## config.mk

```make
export PLATFORM = sky130hd
export DESIGN_NAME = mem_req_scheduler
export DESIGN_NICKNAME = d
export VERILOG_FILES = /design/src/rtl/mem_req_scheduler.sv
export SDC_FILE = /design/constraint.sdc
export NUM_CORES = 1
export LEC_CHECK = 0
export ABC_AREA = 0
export BUFFER_PORTS_ARGS = -buffer_cell sky130_fd_sc_hd__buf_4
export CAP_MARGIN = 20
export CORE_AREA = 2 2 188 328
export DETAILED_ROUTE_END_ITERATION = 10
export DIE_AREA = 0 0 190 330
export GPL_ROUTABILITY_DRIVEN = 1
export PLACE_DENSITY = 0.75
export SYNTH_ARGS = -nofsm -noshare
export SYNTH_HDL_FRONTEND = slang
export SYNTH_SLANG_ARGS = --single-unit
```

## constraint.sdc

```tcl
create_clock -name clock -period 4.9 [get_ports clock]
set_clock_uncertainty 0.2 [all_clocks]
set_input_delay 0.98 -clock clock [delete_from_list [all_inputs] [get_ports clock]]
set_output_delay 0.98 -clock clock [all_outputs]
set_load 0.01 [all_outputs]
```

## src/rtl/mem_req_scheduler.sv

```systemverilog
// Row-aware FR-FCFS request scheduler: age-ordered request buffer, per-bank open-row
// tracking, starvation-bounded row-hit bypass, and page hit/miss statistics.
module mem_req_scheduler #(
  parameter int DEPTH      = 8,
  parameter int COL_BITS   = 10,
  parameter int BANK_BITS  = 2,
  parameter int STARVE_MAX = 4
) (
  input  logic                       clock,
  input  logic                       reset,
  input  logic                       req_valid,
  output logic                       req_ready,
  input  logic [31:0]                req_addr,
  input  logic                       req_we,
  output logic                       issue_valid,
  input  logic                       issue_ready,
  output logic [31:0]                issue_addr,
  output logic                       issue_we,
  output logic                       issue_hit,
  output logic [31:0]                page_hit_counter,
  output logic [31:0]                page_miss_counter,
  output logic [$clog2(DEPTH+1)-1:0] occupancy
);
  localparam int NB       = 1 << BANK_BITS;
  localparam int ROW_BITS = 32 - COL_BITS - BANK_BITS;
  localparam int IW       = $clog2(DEPTH);
  localparam int OW       = $clog2(DEPTH+1);
  localparam int SW       = $clog2(STARVE_MAX+1);

  logic [DEPTH-1:0][31:0]       addr_q, addr_d;
  logic [DEPTH-1:0]             we_q, we_d;
  logic [OW-1:0]                occ_q, occ_d;
  logic [NB-1:0]                open_q;
  logic [NB-1:0][ROW_BITS-1:0]  row_q;
  logic [SW-1:0]                starve_q, starve_d;
  logic                         iv_q, iwe_q, ihit_q;
  logic [31:0]                  iaddr_q, hit_cnt_q, miss_cnt_q;

  logic [DEPTH-1:0]             hit_vec;
  logic [BANK_BITS-1:0]         bk;
  logic [IW-1:0]                sel_idx;
  logic                         sel_hit, sel_fire, enq;
  logic [31:0]                  sel_addr;
  logic                         sel_we;
  logic [BANK_BITS-1:0]         sel_bank;
  logic [ROW_BITS-1:0]          sel_row;
  logic [OW-1:0]                wr_idx;

  assign req_ready = (occ_q < OW'(DEPTH));
  assign enq       = req_valid && req_ready;
  assign sel_fire  = (occ_q != '0) && (!iv_q || issue_ready);

  // Slots past occupancy hold stale data; mask them out of the hit search.
  always_comb begin
    hit_vec = '0;
    bk      = '0;
    for (int i = 0; i < DEPTH; i++) begin
      bk         = addr_q[i][COL_BITS +: BANK_BITS];
      hit_vec[i] = (OW'(i) < occ_q) && open_q[bk] &&
                   (row_q[bk] == addr_q[i][COL_BITS+BANK_BITS +: ROW_BITS]);
    end
  end

  // Descending scan leaves the lowest-index hit; a starved head falls through to entry 0.
  always_comb begin
    sel_idx = '0;
    sel_hit = hit_vec[0];
    if (starve_q != SW'(STARVE_MAX)) begin
      for (int i = DEPTH-1; i >= 0; i--) begin
        if (hit_vec[i]) begin
          sel_idx = IW'(i);
          sel_hit = 1'b1;
        end
      end
    end
  end

  assign sel_addr = addr_q[sel_idx];
  assign sel_we   = we_q[sel_idx];
  assign sel_bank = sel_addr[COL_BITS +: BANK_BITS];
  assign sel_row  = sel_addr[COL_BITS+BANK_BITS +: ROW_BITS];
  assign wr_idx   = occ_q - OW'(sel_fire);

  always_comb begin
    addr_d = addr_q;
    we_d   = we_q;
    if (sel_fire) begin
      for (int i = 0; i < DEPTH-1; i++) begin
        if (IW'(i) >= sel_idx) begin
          addr_d[i] = addr_q[i+1];
          we_d[i]   = we_q[i+1];
        end
      end
    end
    if (enq) begin
      addr_d[IW'(wr_idx)] = req_addr;
      we_d[IW'(wr_idx)]   = req_we;
    end
    occ_d = occ_q + OW'(enq) - OW'(sel_fire);
  end

  always_comb begin
    starve_d = starve_q;
    if (occ_q == '0)
      starve_d = '0;
    else if (sel_fire) begin
      if (sel_idx == '0)
        starve_d = '0;
      else if (starve_q != SW'(STARVE_MAX))
        starve_d = starve_q + SW'(1);
    end
  end

  always_ff @(posedge clock or negedge reset) begin
    if (!reset) begin
      addr_q     <= '0;
      we_q       <= '0;
      occ_q      <= '0;
      open_q     <= '0;
      row_q      <= '0;
      starve_q   <= '0;
      iv_q       <= 1'b0;
      iaddr_q    <= '0;
      iwe_q      <= 1'b0;
      ihit_q     <= 1'b0;
      hit_cnt_q  <= '0;
      miss_cnt_q <= '0;
    end else begin
      addr_q   <= addr_d;
      we_q     <= we_d;
      occ_q    <= occ_d;
      starve_q <= starve_d;
      if (sel_fire) begin
        iv_q             <= 1'b1;
        iaddr_q          <= sel_addr;
        iwe_q            <= sel_we;
        ihit_q           <= sel_hit;
        open_q[sel_bank] <= 1'b1;
        row_q[sel_bank]  <= sel_row;
        if (sel_hit) hit_cnt_q  <= hit_cnt_q + 32'd1;
        else         miss_cnt_q <= miss_cnt_q + 32'd1;
      end else if (iv_q && issue_ready) begin
        iv_q <= 1'b0;
      end
    end
  end

  assign issue_valid       = iv_q;
  assign issue_addr        = iaddr_q;
  assign issue_we          = iwe_q;
  assign issue_hit         = ihit_q;
  assign page_hit_counter  = hit_cnt_q;
  assign page_miss_counter = miss_cnt_q;
  assign occupancy         = occ_q;
endmodule

```

==> results by group, run 1 <==
Outcome
  – Status: finished with violations
  – Failing checks: setup timing

Global routing
  – Antenna violations before repair: 3
  – Vias in the first global route: 25970
  – Largest net degree at the start of global routing: 118
  – Gr ovfl total: 0
  – GRT Util Overall: 42.29%
  – First-pass GRT wire length: 186600 um

Timing
  – Setup TNS: -0.3254 ns
  – Achievable Freq: 0.2020 GHz
  – Final setup margin: -0.05078 ns
  – Setup violators final: 15
  – Slew Limit Fails: 0
  – Hold_ws: 0.2691 ns
  – Count of final hold-check violations: 0
  – Unrepaired setup endpoints after global routing: true
  – Max_slew headroom: 35.25%
  – Period utilization: 101.0%
  – Slew @ Worst Pin: 0.9713 ns
  – Final min period: 4.951 ns

Yosys
  – Post-synth EDFFs: 0
  – Distinct cells, synth: 84
  – Top-count cell post-synth: mux2i_1
  – Async SR Flop Fraction: 100.0%
  – Synthesized-area fraction occupied by adder cells: 0.5737%
  – Syn nets: 2798
  – Post-synthesis mux area share: 32.95%
  – Yosys top cell by area: dfrtp_1
  – Post-synthesis cell area: 0.02966 mm2
  – Synth cell count leaders: 542 x mux2i_1, 454 x dfrtp_1, 199 x nor2_1
  – Synth Instances: 2748
  – Flops & latches, synth: 454
  – Post-synth top area share: 38.31%
  – Top FF cell, synth: dfrtp_1
  – Post-Synth XOR/XNOR Area: 7.290%
  – Ys Warns: 0
  – Top post-synthesis cells by area: dfrtp_1 38%, mux2i_1 18%, mux4_2 8.3%, xnor2_1 5.6%, mux2_2 4.3%
  – Syn_area_per_cell: 10.79 um2
  – Synth Area in Simple Gates: 9.526%
  – Area fraction in compound gates after synthesis: 7.290%
  – Largest family of logic cells by synthesized area: multiplexers
  – Sequential-to-total area share from yosys stat: 38.31%

Final layout
  – Area growth, synth to finish: 21.95%
  – Nets: 3125
  – Share of cells above drive strength 1: 29.23%
  – Finished layout cell area: 0.03617 mm2

Place
  – Final GP Congestion: 1.064
  – DP HPWL: 98410 um
  – Placed Area: 0.03380 mm2
  – Port Buf Inserts: 140

Detailed routing
  – Via count: 24970
  – DR iter-0 viols: 1984
  – DR vias/cell: 6.415
  – First drt pass iteration count: 5
  – Wire length per cell: 33.93 um
  – Routed Wire Length: 132100 um
  – Routed Antenna Nets: 0
  – DRC: 0

Critical path
  – Worst Setup Start Kind: flip-flop
  – WP data arrival: 5.24 ns
  – Reg2reg end: row_q[77]
  – Crit path max fanout: 5
  – CP required: 5.19 ns
  – Cells on worst reg2reg path: 20
  – Reg-to-Reg Start: addr_q[235]
  – Critical path class: reg2reg
  – Reg2reg setup slack: -0.05 ns
  – Worst Setup End Kind: flip-flop

Floorplan
  – CORE AREA: 0.06000 mm2
  – Die footprint: 0.06270 mm2
  – DIE WIDTH: 190 um
  – Rows: 119
  – Initial Utilization: 49.43%
  – DIE HEIGHT: 330 um
  – Io pins: 141

Clock network
  – Clock tree buffer depth: 3
  – CTS tree: done
  – CTS H-tree lvls: 2
  – Worst skew pair latency: 0.62 ns
  – Clock Sinks: 454
  – CTS Hold Bufs: 0
  – Worst-path clk slew: 0.07 ns
  – Root buf cell: clkbuf_16
  – CTS Buf Count: 45

Power
  – Peak supply drop: 492.6 uV
  – Power Total: 0.02866 W
  – Pwr/cell area: 792.4 mW/mm2
  – P_leak: 15.65 nW

Hold path
  – Worst hold start: page_hit_counter[31]
  – Hold Crit Class: reg2reg
  – Depth of the worst hold-timing path: 1
  – Hold EP: page_hit_counter[31]

Job
  – Max cap viols: 0
power breakdown:
group | switching [W] | internal [W]
registers | 0.00265 | 0.00530
logic | 0.00932 | 0.00780
clock network | 0.00159 | 0.00200
registers in the layout, summed over array words and instances (netlist names), 3 cells and up:
signal and cells:
addr_q 256, row_q 80, issue_addr 32, page_hit_counter 32
page_miss_counter 32, we_q 8, occupancy 4, open_q 4
starve_q 3
layout make-up:
cell class              count  area [um2]
diodes                      1       2.502
clock buffers              62        1291
clock inverters            16       185.2
fillers                  4977       23830
inverters                  39       146.4
multi-input cells        2029       17570
flip-flops and latches    454       11370
well taps                 786       983.4
repair buffers            506        4619
how the worst max path moves through the flow:
stage / from / to / slack [ns] / cells after the start
final: addr_q[235] / row_q[77] / -0.05 / 20
after global routing: addr_q[106] / row_q[72] / -0.05 / 16
after CTS: addr_q[235] / row_q[27] / -0.01 / 20
after detailed placement: addr_q[235] / row_q[37] / -0.36 / 19
after global placement: addr_q[171] / row_q[24] / -0.47 / 16
after floorplan: addr_q[106] / row_q[60] / 0.58 / 16
repair_timing:
item                                    in CTS  in global routing
setup buffers                               13                 17
pin swaps                                   12                 20
endpoints found under the setup margin     267                117
gates cloned                                 5                  2
resized for setup                           48                 50
worst max-delay path, cell delays in order (launching register included):
cell and delay (ns):
dfrtp_2 0.40, buf_12 0.15, mux2i_4 0.25, xor2_1 0.19
buf_4 0.17, nand4_1 0.23, or4_4 0.56, buf_6 0.14
a2111oi_4 0.48, buf_4 0.21, a21oi_2 0.04, nand2b_4 0.15
buf_6 0.13, mux2i_1 0.11, a32oi_1 0.22, o21a_2 0.18
nor3b_4 0.21, buf_6 0.17, buf_8 0.15, buf_12 0.16
mux2_4 0.31
kinds of logic (layout without fill, tap and decap cells):
kind of cell / count (synthesis) / count (layout)
muxes: 819 / 819
and+or+nand+nor: 583 / 583
DFF: 454 / 454
AOI/OAI and AO/OA: 368 / 368
buffers and inverters: 265 / 623
xor gates and xnor gates: 246 / 246
adders and majority gates: 13 / 13
other: 0 / 1
layout by cell type (no fill, tap or decap), types with 6 or more instances in the layout:
cell       instances
mux2i_1          540
dfrtp_1          446
buf_4            433
nor2_1           196
a21oi_1          179
xnor2_1          171
nand2_1          137
mux2_2           112
mux4_2           109
xor2_1            56
nand3_1           50
buf_12            49
o21ai_0           48
o21ai_1           47
clkbuf_16         47
nand4_1           45
inv_1             36
mux2_1            31
and3_1            25
mux2_4            25
nor3_1            19
xnor2_2           15
buf_6             14
nand2b_1          12
ha_1              12
nor2b_1           11
nor4_1            11
and4_1            11
and2_1             9
o211ai_1           8
o221ai_1           8
clkbuf_8           8
clkbuf_1           8
dfrtp_2            7
clkinv_2           7
a31oi_1            6
buf_16             6
metrics by stage:
| step | setup WS [ns] | cells | utilization [%] |
|---|---|---|---|
| floorplan | 0.5830 | 2748 | - |
| global placement | -0.4734 | 3778 | 56.31 |
| detailed placement | -0.3647 | 3779 | 56.33 |
| CTS | -0.01372 | 3874 | 59.62 |
| global route | -0.05470 | 3892 | 60.27 |
| finish | -0.05078 | 3893 | 60.28 |
layer usage:
layer  GRT usage, %  routed length (um)  vias to the layer above
met2          73.68               65900                     1160
met3          7.182                8075                      515
met1          42.83               42930                    12680
met4          39.23               15170                        4
met5              0                  30                        -
li1               -                   -                    10620
Power figures use the tool's default switching activity.
==> run 2: changes to the inputs <==
Settings changed: CORE_AREA 2 2 188 328 to 2 2 209 294, DIE_AREA 0 0 190 330 to 0 0 211 296, PLACE_DENSITY 0.75 to 0.76.
==> results by group, run 2 (synthesized netlist as in run 1, its figures left out) <==
Critical path
  – Max incr delay on CP: 0.54 ns (-0.02 ns)
  – CP delay by family, top: multiplexers
  – Critical path class: reg2reg
  – CP required: 5.18 ns (about the same)
  – Crit path max fanout: 20 (+15)
  – CP bufs+invs: 4 (-4)
  – Crit path max-delay cell type: or4_1
  – CP Cell Sequence: buf_4 -> mux4_2 -> xnor2_2 -> buf_4 -> nand4_1 -> or4_1 -> or3_4 -> and2_4 -> a21oi_4 -> buf_12 -> buf_16 -> mux2i_1 -> mux2i_1 -> mux2_2 -> mux2_1
  – WP data arrival: 5.11 ns (-0.13 ns)
  – Worst Setup Start Kind: flip-flop
  – Worst Setup End Kind: flip-flop

Place
  – DP HPWL: 89060 um (-9.5%)
  – Final GP Congestion: 1.115 (+4.8%)
  – Port Buf Inserts: 140 (unchanged)
  – Placed Cells: 3737 (-1.1%)
  – Placed Area: 0.03363 mm2 (-0.50%)
  – Setup WS pre-CTS: -0.2724 ns (+0.09225 ns)

Global routing
  – Antenna violations before repair: 2 (-1)
  – Gr ovfl total: 0 (unchanged)
  – Largest net degree at the start of global routing: 92 (-22%)
  – Vias in the first global route: 25150 (-3.2%)
  – First-pass GRT wire length: 173100 um (-7.2%)
  – GRT Util Overall: 38.45% (-3.8 points)

Floorplan
  – DIE HEIGHT: 296 um (-10%)
  – Initial Utilization: 49.34% (-0.088 points)
  – CORE AREA: 0.06011 mm2 (+0.18%)
  – DIE WIDTH: 211 um (+11%)
  – Die footprint: 0.06246 mm2 (-0.39%)
  – Io pins: 141 (unchanged)
  – Rows: 107 (-10%)

Outcome
  – Status: finished clean

Power
  – P_leak: 15.31 nW (-2.1%)
  – Fraction of power spent switching nets: 46.88% (-0.42 points)
  – Psw: 0.01300 W (-4.1%)
  – Gate power share: 57.9% (-1.8 points)
  – Sequential share of power: 28.8% (+1.1 points)
  – Pwr/cell area: 781.2 mW/mm2 (-1.4%)
  – Peak supply drop: 462.6 uV (-6.1%)
  – Clock power frac: 13.3% (+0.8 points)
  – Int Power: 0.01473 W (-2.5%)

Final layout
  – Max reg flops: 256 (unchanged)
  – Biggest regs: addr_q: 256 flops, row_q: 80 flops
  – Commonest non-fill, non-tap cell in the layout: mux2i_1
  – Most flops, register: addr_q
  – Most frequent cells in the layout: 534 x mux2i_1, 448 x dfrtp_1, 405 x buf_4
  – Share of cells above drive strength 1: 27.33% (-1.9 points)
  – Nets: 3082 (-1.4%)
  – Final core occ: 59.05% (-1.2 points)
  – Finished layout cell area: 0.03550 mm2 (-1.9%)
  – Antenna Cells: 0 (-1)
  – Fin cells: 3829 (-1.6%)
  – Area growth, synth to finish: 19.68%

Clock network
  – Clock Sinks: 454 (unchanged)
  – Worst-path clk slew: 0.07 ns (about the same)
  – CTS H-tree lvls: 2 (unchanged)
  – CTS tree: done
  – Clock tree buffer depth: 3 (unchanged)
  – CTS Buf Count: 46 (+2.2%)
  – Worst skew pair latency: 0.61 ns (about the same)
  – Root buf cell: clkbuf_16
  – CTS Hold Bufs: 0 (unchanged)

Timing
  – Slew @ Worst Pin: 0.8674 ns (-0.1039 ns)
  – Setup violators final: 0 (-15)
  – Period utilization: 98.51% (-2.5 points)
  – Final setup margin: 0.07293 ns (+0.1237 ns)
  – Final min period: 4.827 ns (-0.1237 ns)
  – Setup TNS: 0 ns (+0.3254 ns)
  – Unrepaired setup endpoints after global routing: false
  – Achievable Freq: 0.2072 GHz (+2.6%)
  – Max_slew headroom: 42.18% (+6.9 points)
  – Slew Limit Fails: 0 (unchanged)
  – Count of final hold-check violations: 0 (unchanged)

Detailed routing
  – DR vias/cell: 6.440 (+0.39%)
  – Routed Wire Length: 119100 um (-9.8%)
  – DRC: 0 (unchanged)
  – Wire length per cell: 31.12 um (-8.3%)
  – Via count: 24660 (-1.3%)
  – First drt pass iteration count: 5 (unchanged)
  – Routed Antenna Nets: 0 (unchanged)
  – DR iter-0 viols: 2487 (+25%)

Job
  – Max cap viols: 0 (unchanged)

Hold path
  – Hold Crit Class: in2async
run 2: changes by cell type in the layout (fill, tap and decap cells not counted), moves of 4 or more:
cell / delta
xnor2_1: +9
buf_4: -28
buf_6: -7
mux2i_2: +6
clkinvlp_4: +4
clkbuf_1: -4
mux2_1: +23
buf_16: -5
clkinv_2: +4
xnor2_2: -7
mux2_4: -23
mux2i_1: -6
inv_6: +4
run 2: worst reg2reg max path: stages, from the launching register on:
cell	delay, ns
dfrtp_1	0.47
buf_4	0.18
mux4_2	0.47
xnor2_2	0.25
buf_4	0.16
nand4_1	0.08
or4_1	0.54
or3_4	0.44
and2_4	0.19
a21oi_4	0.24
buf_12	0.24
buf_16	0.23
mux2i_1	0.26
mux2i_1	0.11
mux2_2	0.33
mux2_1	0.31
run 2: layout make-up:
class	count	area, um2
inverter	39	150.1
fill	4879	24610
timing repair buffer	462	4118
clock inverter	25	256.5
tap	763	954.7
clock buffer	57	1274
sequential	454	11370
multi-input combinational	2029	17380
run 2: per-layer routing:
| layer | share of wire (%) | GRT usage [%] |
|---|---|---|
| met5 | 0 | 0 |
| met4 | 9.2 | 29.59 |
| met2 | 47 | 62.27 |
| met3 | 7.9 | 7.889 |
| met1 | 36 | 44.85 |
run 2: metrics by stage:
step	total power (W)	hold WS, ns
finish	0.02773	0.1991
global route	0.02862	0.2564
CTS	0.02716	0.2592
detailed placement	0.02325	0.2705
global placement	0.02291	0.2588
floorplan	0.01553	0.3016
run 2: path summary, 6_finish.rpt:
path	startpoint	endpoint	slack [ns]	cells after the start
max in group asynchronous	reset	addr_q[106]	3.21	2
max reg2reg	row_q[21]	row_q[62]	0.07	15
min	reset	issue_addr[20]	0.20	1
max	row_q[21]	row_q[62]	0.07	15
min in group clock	page_miss_counter[31]	page_miss_counter[31]	0.28	1
min reg2reg	page_miss_counter[31]	page_miss_counter[31]	0.28	1
run 2: power by group through the flow:
stage / clock, W / sequential [W] / combinational, W
final: 0.00368 / 0.00798 / 0.0161
after global placement: 0 / 0.00779 / 0.0151
after CTS: 0.00373 / 0.00784 / 0.0156
after detailed placement: 0 / 0.00788 / 0.0154
after floorplan: 0 / 0.00671 / 0.00882
after global routing: 0.00383 / 0.00809 / 0.0167
run 2: what timing repair did:
action                                 in CTS  in global routing
pin swaps                                   3                  5
endpoints found under the hold margin       0                  0
setup endpoints to repair                 160                115
gates resized for setup                    19                 32
setup buffers                               8                  2
